$ cat src/rtl/scan_pkg.sv
// Shared types and constants for the CCSDS-123 local-difference sample-order sequencer.
// Also used by the verification model so both sides agree on the area and shift encodings.
package scan_pkg;

  typedef enum logic [1:0] {
    ST_IDLE  = 2'd0,
    ST_RUN   = 2'd1,
    ST_DRAIN = 2'd2
  } state_t;

  localparam logic [4:0] AREA_INI = 5'b00001;
  localparam logic [4:0] AREA_1   = 5'b00010;
  localparam logic [4:0] AREA_2   = 5'b00100;
  localparam logic [4:0] AREA_3   = 5'b01000;
  localparam logic [4:0] AREA_4   = 5'b10000;

  localparam logic [3:0] SL_0 = 4'b0001;
  localparam logic [3:0] SL_1 = 4'b0010;
  localparam logic [3:0] SL_2 = 4'b0100;
  localparam logic [3:0] SL_3 = 4'b1000;

  localparam int PIPE_LAT_DEF = 3;

  function automatic logic [3:0] sl_to_num(input logic [1:0] sl);
    logic [3:0] num;
    num = SL_3;
    case (sl)
      2'd0:    num = SL_0;
      2'd1:    num = SL_1;
      2'd2:    num = SL_2;
      default: num = SL_3;
    endcase
    return num;
  endfunction

endpackage

$ cat src/rtl/scan_area_dec.sv
// Scan-area classifier: maps the current column/row position to the one-hot area code.
// The checks run in priority order, so the image corner wins over the first-row and first-column cases.
module scan_area_dec
  import scan_pkg::*;
#(
  parameter int X_WIDTH = 10,
  parameter int Y_WIDTH = 10
) (
  input  logic [X_WIDTH-1:0] x,
  input  logic [Y_WIDTH-1:0] y,
  input  logic [X_WIDTH-1:0] nx,
  output logic [4:0]         scan_area
);

  always_comb begin
    // NOTE: default first so every path assigns scan_area and no latch is inferred.
    scan_area = AREA_1;
    if (y == '0 && x == '0) scan_area = AREA_INI;
    else if (y == '0)       scan_area = AREA_2;
    else if (x == '0)       scan_area = AREA_3;
    else if (x == nx)       scan_area = AREA_4;
  end

endmodule

$ cat src/rtl/scan_ctrl.sv
// BSQ sample-order sequencer: walks x, then y, then z, issuing one enable per accepted sample,
// then waits out the datapath latency before pulsing done_o.
module scan_ctrl
  import scan_pkg::*;
#(
  parameter int X_WIDTH  = 10,
  parameter int Y_WIDTH  = 10,
  parameter int Z_WIDTH  = 8,
  parameter int PIPE_LAT = PIPE_LAT_DEF
) (
  input  logic               clk,
  input  logic               rst,
  input  logic               start_i,
  input  logic               abort_i,
  input  logic [X_WIDTH-1:0] cfg_nx_i,
  input  logic [Y_WIDTH-1:0] cfg_ny_i,
  input  logic [Z_WIDTH-1:0] cfg_nz_i,
  input  logic [1:0]         cfg_sl_i,
  input  logic               ready_i,
  output logic               en_o,
  output logic [X_WIDTH-1:0] x_o,
  output logic [Y_WIDTH-1:0] y_o,
  output logic [Z_WIDTH-1:0] z_o,
  output logic [4:0]         scan_area_o,
  output logic [3:0]         sl_num_o,
  output logic               last_o,
  output logic               busy_o,
  output logic               done_o
);

  localparam int DW = (PIPE_LAT > 1) ? $clog2(PIPE_LAT) : 1;
  localparam logic [DW-1:0] DRAIN_END = DW'(PIPE_LAT - 1);

  state_t             state_q, state_d;
  logic [X_WIDTH-1:0] x_q, nx_q;
  logic [Y_WIDTH-1:0] y_q, ny_q;
  logic [Z_WIDTH-1:0] z_q, nz_q;
  logic [1:0]         sl_q;
  logic [DW-1:0]      drain_q;
  logic               start_acc;
  logic               x_end, y_end, z_end;

  assign x_end = (x_q == nx_q);
  assign y_end = (y_q == ny_q);
  assign z_end = (z_q == nz_q);

  assign en_o     = (state_q == ST_RUN) & ready_i;
  assign last_o   = (state_q == ST_RUN) & x_end & y_end & z_end;
  assign busy_o   = (state_q != ST_IDLE);
  assign x_o      = x_q;
  assign y_o      = y_q;
  assign z_o      = z_q;
  assign sl_num_o = sl_to_num(sl_q);

  scan_area_dec #(
    .X_WIDTH(X_WIDTH),
    .Y_WIDTH(Y_WIDTH)
  ) u_area_dec (
    .x        (x_q),
    .y        (y_q),
    .nx       (nx_q),
    .scan_area(scan_area_o)
  );

  always_comb begin
    state_d   = state_q;
    start_acc = 1'b0;
    done_o    = 1'b0;
    case (state_q)
      ST_IDLE: begin
        if (start_i) begin
          state_d   = ST_RUN;
          start_acc = 1'b1;
        end
      end
      ST_RUN: begin
        if (en_o && last_o) state_d = ST_DRAIN;
      end
      ST_DRAIN: begin
        if (drain_q == DRAIN_END) begin
          state_d = ST_IDLE;
          done_o  = 1'b1;
        end
      end
      default: state_d = ST_IDLE;
    endcase
    // Abort overrides everything, including a start and the completion pulse.
    if (abort_i) begin
      state_d   = ST_IDLE;
      start_acc = 1'b0;
      done_o    = 1'b0;
    end
  end

  // NOTE: sequential state uses non-blocking assignments so every register samples pre-edge values.
  always_ff @(posedge clk or posedge rst) begin
    if (rst) begin
      state_q <= ST_IDLE;
      x_q     <= '0;
      y_q     <= '0;
      z_q     <= '0;
      nx_q    <= '0;
      ny_q    <= '0;
      nz_q    <= '0;
      sl_q    <= 2'd3;
      drain_q <= '0;
    end else begin
      state_q <= state_d;
      drain_q <= (state_q == ST_DRAIN && state_d == ST_DRAIN) ? drain_q + DW'(1) : '0;
      if (start_acc) begin
        nx_q <= cfg_nx_i;
        ny_q <= cfg_ny_i;
        nz_q <= cfg_nz_i;
        sl_q <= cfg_sl_i;
        x_q  <= '0;
        y_q  <= '0;
        z_q  <= '0;
      end else if (en_o) begin
        if (!x_end) begin
          x_q <= x_q + X_WIDTH'(1);
        end else begin
          x_q <= '0;
          if (!y_end) begin
            y_q <= y_q + Y_WIDTH'(1);
          end else begin
            y_q <= '0;
            z_q <= z_end ? '0 : z_q + Z_WIDTH'(1);
          end
        end
      end
    end
  end

endmodule

$ cat config.mk
export PLATFORM = sky130hd
export DESIGN_NAME = scan_ctrl
export DESIGN_NICKNAME = d
export VERILOG_FILES = /design/src/rtl/scan_pkg.sv /design/src/rtl/scan_area_dec.sv /design/src/rtl/scan_ctrl.sv
export SDC_FILE = /design/constraint.sdc
export NUM_CORES = 1
export LEC_CHECK = 0
export CAP_MARGIN = 20
export CORE_MARGIN = 2
export CORE_UTILIZATION = 40
export CTS_CLUSTER_DIAMETER = 60
export DETAILED_ROUTE_END_ITERATION = 16
export PLACE_DENSITY = 0.7
export SLEW_MARGIN = 20
export SYNTH_ARGS = -nofsm -noshare
export SYNTH_HDL_FRONTEND = slang
export SYNTH_HIERARCHICAL = 1
export SYNTH_SLANG_ARGS = --single-unit
$ cat constraint.sdc
create_clock -name clk -period 2.2 [get_ports clk]
set_input_delay 0.44 -clock clk [delete_from_list [all_inputs] [get_ports clk]]
set_output_delay 0.44 -clock clk [all_outputs]
set_load 0.005 [all_outputs]
==> impl_metrics.json <==
{
  "setup_violations": 2,
  "power_density_nw_per_um2": 680,
  "die-area_um2": 9570,
  "hp-start": "drain_q[0]$_DFF_PP0_",
  "clkTransAtPathRegs_ns": 0.07,
  "drive_above_1_share_pct": 25.8,
  "ant_nets": 0,
  "numPlacedInstances": 638,
  "crit_top_cell": "nor4_2",
  "crit_required_ns": 1.76,
  "clkSinkCount": 62,
  "worst_pin_slew_ns": 0.429,
  "yosysSeqAreaShare_pct": 44.1,
  "ys.flop_type": "dfrtp_1",
  "fin_ws_ns": -0.217,
  "p_clk_share_pct": 29.7,
  "mostFrequentLayoutCells": "nand2_1 (109), buf_4 (77), clkdlybuf4s50_1 (68), dfrtp_1 (60)",
  "arrival_ns": 1.98,
  "wl_per_cell_um": 14.7,
  "maxCapViolCount": 0,
  "std_cell_rows": 34,
  "period_share_pct": 110,
  "io_pins": 76,
  "violations": "setup timing",
  "antenna_found_initial": 0,
  "final_area_um2": 5410,
  "hold_viol": 0,
  "drcViolationCount": 0,
  "die_w_um": 97.8,
  "fin_cells": 666,
  "insertion_delay_ns": 0.33,
  "crit_type": "reg2out",
  "synth-seq-cells": 62,
  "cts_buffer_depth": 2,
  "whs_path_depth": 1,
  "core_area_um2": 8640,
  "cts_max_level": 3,
  "drt_iter0_drc": 136,
  "io_buffers": 75,
  "layout_commonest_cell": "nand2_1",
  "clock_skew_ns": 0.00901,
  "grt_overflow": 0,
  "synth_area_leaders": "dfrtp_1 (43%), nand2_1 (12%), xor2_1 (6.0%)",
  "synth_edf_count": 0,
  "r2r_cells": 8,
  "max_freq_mhz": 414,
  "p_comb_share_pct": 32.2,
  "yosysUniqueCellTypes": 54,
  "vdd_drop_max_mv": 0.409,
  "viasPerCell": 5.11,
  "p_sw_share_pct": 29.9,
  "gp_congestion": 0.869,
  "grt_util_all_layers_pct": 20.8,
  "grt_pass1_wl_um": 16400,
  "crit_path_end_kind": "output pin",
  "final_nets": 592,
  "max_slew_margin_pct": 71.3,
  "cts_tree": "yes",
  "finalMaxSlewViolations": 0,
  "drtPass1Iterations": 4,
  "dp_hpwl_um": 7190,
  "cts_buffers": 9,
  "syn_nets": 430,
  "die_h_um": 97.8,
  "via_count": 3406,
  "finalCriticalPeriod_ns": 2.42,
  "grt_max_degree": 63,
  "path_cells": "xor2_2 > nor4_2 > nand3_1 > nor4_2 > buf_4 > buf_6",
  "status": "complete, but fails checks",
  "synth_area_leader_cell": "dfrtp_1",
  "placed_area_um2": 4940,
  "grt_setup_unrepaired": "true",
  "power_frac_seq_pct": 38.1,
  "areaGrowthSynthToFinish_pct": 53.6,
  "floorplan.initialDensity_pct": 40.8,
  "netlist.area_leader.share_pct": 42.6,
  "start_kind": "flip-flop",
  "ctsHoldBuffers": 0,
  "synth-async-reset-ratio_pct": 100,
  "yosysWarnings": 6,
  "p_sw_mw": 1.10,
  "max_stage_delay_ns": 0.41,
  "clockRootBuffer": "clkbuf_8",
  "diodes": 0,
  "hp-class": "reg2reg",
  "cp_max_fo": 2,
  "wl_um": 9780,
  "syn_area_um2": 3520,
  "grt_pass1_vias": 3472,
  "intPower_mw": 2.58,
  "leakagePower_nw": 2.53,
  "synth_area_per_cell_um2": 9.00,
  "reg2reg_from": "x_o[5]$_DFFE_PP0P_",
  "syn_inst": 391,
  "critical_path.slowest_cell": "dfrtp_1",
  "startpoint": "x_o[2]$_DFFE_PP0P_"
}
cell families (layout without fill, tap and decap cells):
| kind of cell | count (synthesis) | after routing | synth area share, % |
|---|---|---|---|
| AOI/OAI and AO/OA | 45 | 45 | 9.10 |
| xor gates and xnor gates | 45 | 45 | 11.2 |
| adders and majority gates | 4 | 4 | 1.42 |
| buffers and inverters | 20 | 187 | 2.81 |
| DFF | 62 | 62 | 44.1 |
| muxes | 4 | 4 | 1.17 |
| and+or+nand+nor | 211 | 211 | 30.2 |
final cells by class:
cell class | instances | area, µm²
clock inverters | 4 | 70.1
well taps | 108 | 135
inverters | 6 | 22.5
fillers | 706 | 3230
clock buffers | 12 | 145
flip-flops and latches | 62 | 1550
multi-input cells | 309 | 2020
repair buffers | 165 | 1460
path summary, 6_finish.rpt:
| path | to | slack (ns) |
|---|---|---|
| max | last_o | -0.22 |
| min | drain_q[0]$_DFF_PP0_ | 0.44 |
| max reg2reg | y_o[3]$_DFFE_PP0P_ | 0.03 |
| min reg2reg | drain_q[0]$_DFF_PP0_ | 0.44 |
| max in group asynchronous | sl_q[0]$_DFFE_PP1P_ | 1.40 |
| min in group asynchronous | ny_q[6]$_DFFE_PP0P_ | 0.49 |
cell usage after synthesis, types with 3 or more instances:
library cell and number:
clkbuf_1 6, a2bb2oi_1 4, o31ai_1 5, ha_1 4
nor2b_1 5, xnor2_1 21, and3_1 5, nand4_1 13
o21ai_0 6, nor3_1 8, a21oi_1 10, mux2i_1 3
nand3_1 14, nand2_1 109, or4_1 4, buf_2 4
nor4_1 7, nor4_4 3, o211ai_1 3, inv_1 6
nand3b_1 3, o21ai_1 3, nor2_1 23, xor2_1 24
dfrtp_1 60
state kept, by name, summed over array words and instances, names as in the netlist:
register	cells
nz_q	8
sl_q	2
x_o	10
y_o	10
ny_q	10
drain_q	2
nx_q	10
z_o	8
state_q	2
critical path: cells and delay by family (launching register included):
kind,cells,cell delay (ns)
xor+xnor,1,0.20
buf+inv,2,0.24
simple gates,3,0.80
flops,1,0.41
timing repair:
item | in CTS | in global routing
resized for setup | 42 | 16
pin swaps | 18 | 4
buffers inserted | 10 | 3
setup endpoints to repair | 8 | 14
metrics by stage:
step                utilization (%)  hold WS, ns  total power, mW  setup WS [ns]  setup TNS, ns
floorplan                         -        0.403             1.94         0.0222              0
global placement               57.2        0.415             2.45         -0.343          -4.19
detailed placement             57.2        0.438             2.48         -0.353          -4.78
CTS                            62.0        0.447             3.66         -0.214         -0.250
global route                   62.6        0.461             3.87         -0.353         -0.658
finish                         62.6        0.442             3.67         -0.217         -0.226
per-layer routing:
layer / vias up / part of all wire [%] / GRT usage (%)
li1: 1684 / - / -
met1: 1609 / 45 / 27.9
met2: 98 / 48 / 33.8
met3: 15 / 5.0 / 3.58
met4: 0 / 1.7 / 8.01
met5: - / 0 / 0
power by group through the flow:
stage	logic [mW]	clock network [mW]	registers, mW
after detailed placement	1.07	0	1.42
final	1.19	1.09	1.40
after global routing	1.29	1.17	1.41
after global placement	1.04	0	1.41
after floorplan	0.504	0	1.43
after CTS	1.15	1.11	1.40
(Power assumes the default switching activity.)
